`src/rtl/exc_seq.sv`:
```
// Exception/return sequencer for decode: traps, drains the pipe, redirects PC; optional interrupt via EXC_IRQ_EN.
// Latency: trap -> pc_load after FLUSH_CYCLES+1 cycles; rfe -> pc_load next cycle; all outputs registered.
// Backpressure: stall blocks acceptance in RUN and freezes state, counter and outputs elsewhere.
module exc_seq #(
  parameter logic [31:0] VEC_BASE     = 32'h0000_0080,
  parameter int unsigned FLUSH_CYCLES = 2
) (
  input  logic        clk,
  input  logic        reset,
  input  logic [4:0]  vector_id,
  input  logic [31:0] exc_pc,
  input  logic        rfe,
  input  logic        stall,
`ifdef EXC_IRQ_EN
  input  logic        irq,
`endif
  output logic        control_sel,
  output logic        flush,
  output logic        pc_load,
  output logic [31:0] pc_target,
  output logic [31:0] epc,
  output logic [4:0]  cause,
  output logic        s_u,
  output logic        busy
);

  if (FLUSH_CYCLES < 1 || FLUSH_CYCLES > 15) begin : g_bad_flush_cycles
    $error("exc_seq: FLUSH_CYCLES must be 1..15");
  end

  typedef enum logic [1:0] {RUN, FLUSH, VECTOR, RETURN} state_t;

  localparam logic [3:0] CNT_INIT = 4'(FLUSH_CYCLES - 1);

  state_t     state;
  logic [3:0] cnt;
  logic       saved_su;
  logic       take_irq;
  logic       take_exc;
  logic [4:0] new_cause;

`ifdef EXC_IRQ_EN
  logic ie;
  assign take_irq = irq & ie;
`else
  assign take_irq = 1'b0;
`endif

  // Synchronous exceptions always beat the interrupt and rfe.
  assign take_exc  = (vector_id != 5'd0) | take_irq;
  assign new_cause = (vector_id != 5'd0) ? vector_id : 5'h1F;

  always_ff @(posedge clk or negedge reset) begin
    if (!reset) begin
      state       <= RUN;
      cnt         <= 4'd0;
      s_u         <= 1'b0;
      saved_su    <= 1'b0;
      epc         <= 32'd0;
      cause       <= 5'd0;
      control_sel <= 1'b1;
      flush       <= 1'b0;
      pc_load     <= 1'b0;
      pc_target   <= 32'd0;
      busy        <= 1'b0;
`ifdef EXC_IRQ_EN
      ie          <= 1'b0;
`endif
    end else if (!stall) begin
      case (state)
        RUN: begin
          if (take_exc) begin
            epc         <= exc_pc;
            cause       <= new_cause;
            saved_su    <= s_u;
            s_u         <= 1'b0;
            cnt         <= CNT_INIT;
            state       <= FLUSH;
            control_sel <= 1'b0;
            flush       <= 1'b1;
            busy        <= 1'b1;
`ifdef EXC_IRQ_EN
            if (vector_id == 5'd0) ie <= 1'b0;
`endif
          end else if (rfe) begin
            state       <= RETURN;
            control_sel <= 1'b0;
            flush       <= 1'b1;
            busy        <= 1'b1;
            pc_load     <= 1'b1;
            pc_target   <= epc;
          end
        end
        FLUSH: begin
          if (cnt == 4'd0) begin
            state     <= VECTOR;
            pc_load   <= 1'b1;
            pc_target <= VEC_BASE + {22'd0, cause, 3'b000};
          end else begin
            cnt <= cnt - 4'd1;
          end
        end
        VECTOR: begin
          state       <= RUN;
          control_sel <= 1'b1;
          flush       <= 1'b0;
          busy        <= 1'b0;
          pc_load     <= 1'b0;
          pc_target   <= 32'd0;
        end
        RETURN: begin
          state       <= RUN;
          s_u         <= saved_su;
          control_sel <= 1'b1;
          flush       <= 1'b0;
          busy        <= 1'b0;
          pc_load     <= 1'b0;
          pc_target   <= 32'd0;
`ifdef EXC_IRQ_EN
          ie          <= 1'b1;
`endif
        end
        default: begin
          state       <= RUN;
          control_sel <= 1'b1;
          flush       <= 1'b0;
          busy        <= 1'b0;
          pc_load     <= 1'b0;
          pc_target   <= 32'd0;
        end
      endcase
    end
  end

endmodule
```
`config.mk`:
```
export PLATFORM = sky130hd
export DESIGN_NAME = exc_seq
export DESIGN_NICKNAME = d
export VERILOG_FILES = /design/src/rtl/exc_seq.sv
export SDC_FILE = /design/constraint.sdc
export NUM_CORES = 1
export LEC_CHECK = 0
export BUFFER_PORTS_ARGS = -buffer_cell sky130_fd_sc_hd__buf_2
export CELL_PAD_IN_SITES_DETAIL_PLACEMENT = 0
export CELL_PAD_IN_SITES_GLOBAL_PLACEMENT = 1
export CORE_MARGIN = 5
export CORE_UTILIZATION = 24
export CTS_CLUSTER_DIAMETER = 100
export DETAILED_ROUTE_END_ITERATION = 12
export MAX_ROUTING_LAYER = met4
export PLACE_DENSITY_LB_ADDON = 0.25
export SLEW_MARGIN = 30
export SYNTH_ARGS = -nofsm -noshare
export SYNTH_HDL_FRONTEND = slang
export SYNTH_SLANG_ARGS = --single-unit
```
`constraint.sdc`:
```
create_clock -name clk -period 1.9 [get_ports clk]
set_input_delay 0.19 -clock clk [delete_from_list [all_inputs] [get_ports clk]]
set_output_delay 0.19 -clock clk [all_outputs]
set_load 0.005 [all_outputs]
```
==> impl_metrics.csv <==
group,metric,value,unit
route,firstDrtPassIters,4,
setup_path,cp-endpoint,"pc_target[8]",
synthesis,synth_edf_count,0,
setup_path,r2r_slack,0.15,ns
placement,placed_area,0.00421,mm2
finish,area_delta_synth_final,35.7,%
finish,drive_above_1_share,0.445,
synthesis,syn-num-nets,294,
setup_path,crit_fanout,6,
clocking,cts_tree,"built",
synthesis,synthArstFlopShare,1.00,
synthesis,syn_inst,251,
clocking,clock_path_buffers,2,
placement,port_buffers,114,
timing,slew_headroom,0.684,
timing,worstMarginPinSlew,0.470,ns
synthesis,synth_flop_cell,"dfrtp_1",
route,vias,2502,
timing,setup_viol,0,
timing,min_period_over_period,0.921,
global_routing,grt_max_degree,43,
clocking,clockRootBuffer,"clkbuf_16",
run_status,run_status,"complete, no violations",
route,drtIter0Drc,105,
clocking,clkTransAtPathRegs,0.06,ns
placement,dpl.hpwl,6240,um
timing,tns,0,ns
clocking,clkLatencyLatePin,0.34,ns
timing,hold_viol_final,0,
global_routing,grt_pass1_wl,14100,um
timing,rsz0062_at_grt,"false",
floorplanning,core,0.0138,mm2
finish,final_common_cell,"buf_2",
setup_path,critPathLaunchType,"flop",
power,vdd_ir_drop_max,0.486,mV
floorplanning,rows,43,
min_path,worstHoldPathType,"in2reg",
global_routing,antenna_found_initial,0,
setup_path,cpPeakStageDelay,0.39,ns
route,vias_per_cell,4.45,
timing,drv_slew,0,
setup_path,r2r-start,"cnt[1]",
clocking,htree_num_levels,3,
synthesis,yosys.cell_types.count,39,
finish,multi_input_area,0.00121,mm2
timing,skew,0.0101,ns
power,power,6.95,mW
route,post-route-drc-count,0,
setup_path,cp.required,2.12,ns
timing,fmax,572,MHz
synthesis,netlist_area,0.00334,mm2
route,final_antenna_net_count,0,
global_routing,track_usage,0.114,
clocking,cts_buffers,9,
finish,diodes,0,
run,maxCapViolations,0,
setup_path,reg2reg_depth,6,
floorplanning,fp.dieH,128,um
finish,fillers,1463,
synthesis,ys_seq_area_frac,0.599,
setup_path,reg2reg_to,"pc_target[8]",
setup_path,startpoint,"cnt[1]",
finish,layout.nets,420,
finish,fin_area,0.00454,mm2
global_routing,grt_overflow_total,0,
placement,place.gp.congestion,0.752,
floorplanning,design.die.area,0.0164,mm2
route,post_drt_wl_per_cell,15.1,um
setup_path,end_kind,"flop",
synthesis,synth_seq_cells,80,
synthesis,yosysWarnings,0,
synthesis,synth_top_area_share,0.592,
floorplanning,start_util,0.243,
timing,min_period,1.75,ns
clocking,cts.sinks,80,
finish,seqCellArea,0.00200,mm2
power,power.density,1530,mW/mm2
synthesis,syn_avg_cell_area,13.3,um2
floorplanning,io_pins,115,
setup_path,crit_chain,"inv_1 -> ha_1 -> nor3b_2 -> o21ai_1 -> and2b_1 -> a221o_1",
route,drt_wl_total,8510,um
setup_path,crit_slowest_cell,"dfrtp_1",
floorplanning,dieWidth,128,um
setup_path,cp.arrival,1.97,ns
setup_path,critPathKind,"reg2reg",
global_routing,first_global_vias,2685,
synthesis,yosys.area.top_type,"dfrtp_1",
synthesis,yosys-top-cells-area,"dfrtp_1, a22o_1, mux2_2",
power,power_leakage,2.27,nW
finish,final_cell_mix,"buf_2, dfrtp_1, a22o_1",
layout make-up:
class / count / area share
Clock buffer: 11 / 0.0557
Multi-Input combinational cell: 150 / 0.267
Inverter: 6 / 0.00497
Tap cell: 180 / 0.0497
Timing Repair Buffer: 130 / 0.167
Clock inverter: 5 / 0.0141
Sequential cell: 80 / 0.442
worst max-delay path, delay by kind of cell, from the launching register on:
kind                     cells  cell delay [ns]
AND/OR/NAND/NOR              2             0.44
flip-flops                   1             0.39
buffers and inverters        1             0.08
adder cells (fa/ha/maj)      1             0.20
AO/OA/AOI/OAI                2             0.52
synth_stat cells (2+ instances only):
library cell and instances:
ha_1 2, dfrtp_1 79, nor3b_1 7, nand3_1 2, o21ai_1 2, buf_4 4
inv_1 6, buf_6 6, o21ai_0 8, mux2_2 18, nor2_1 9, clkbuf_1 3
buf_2 2, nand2b_1 4, a22o_1 27, mux2_1 16, nor3_1 4, nor2b_1 2
o41ai_1 2, a21oi_1 2, nand2_1 17, a221o_1 6, mux2i_1 7
per-stage QoR:
step,std cells,setup WS [ns],util,hold slack [ns]
floorplan,251,0.0627,-,-0.106
global placement,545,0.0264,0.306,0.0803
detailed placement,545,-0.0254,0.306,0.0793
CTS,562,0.138,0.329,0.0419
global route,562,0.0396,0.329,0.0496
finish,562,0.151,0.329,0.0607
how the worst min path moves through the flow:
stage / end / startpoint / cells after the start / slack, ns
floorplan: busy / reset / 0 / -0.11
global route: epc[25] / exc_pc[25] / 2 / 0.05
detailed placement: cnt[0] / reset / 1 / 0.08
global placement: cnt[2] / reset / 1 / 0.08
CTS: cause[0] / vector_id[0] / 3 / 0.04
finish: cause[0] / vector_id[0] / 3 / 0.06
power by group:
group / switching (mW) / total (mW) / leakage [nW] / internal, mW
clock network: 0.710 / 1.81 / 0.152 / 1.10
registers: 0.450 / 2.76 / 1.00 / 2.31
logic: 1.11 / 2.39 / 1.12 / 1.28
registers in the layout, summed over array words and instances, names as in the netlist:
register / flops
saved_su: 1
pc_target: 32
busy: 1
pc_load: 1
cause: 5
state: 2
s_u: 1
cnt: 4
control_sel: 1
epc: 32
per-layer routing:
layer,part of all wire,vias to the layer above,wire length [um],global-route usage
li1,-,1173,-,-
met1,0.46,1251,3900,0.150
met2,0.47,69,3980,0.164
met3,0.059,9,505,0.0400
met4,0.014,0,119,0.0393
met5,0,-,0,-
cell families (layout without fill, tap and decap cells):
family	Yosys count	in the layout	synth area share
AO/OA/AOI/OAI	53	53	0.127
AND/OR/NAND/NOR	54	54	0.0880
buffers and inverters	21	152	0.0423
multiplexers	41	41	0.136
flip-flops	80	80	0.599
adder cells (fa/ha/maj)	2	2	0.00749
timing repair:
action / 4_1_cts / 5_1_grt
hold buffers: 1 / 0
setup buffers: 0 / 0
endpoints found under the hold margin: 14 / 0
gates resized for setup: 0 / 1
endpoints found under the setup margin: 0 / 1
Note: power is estimated with default switching activity, not from simulation.
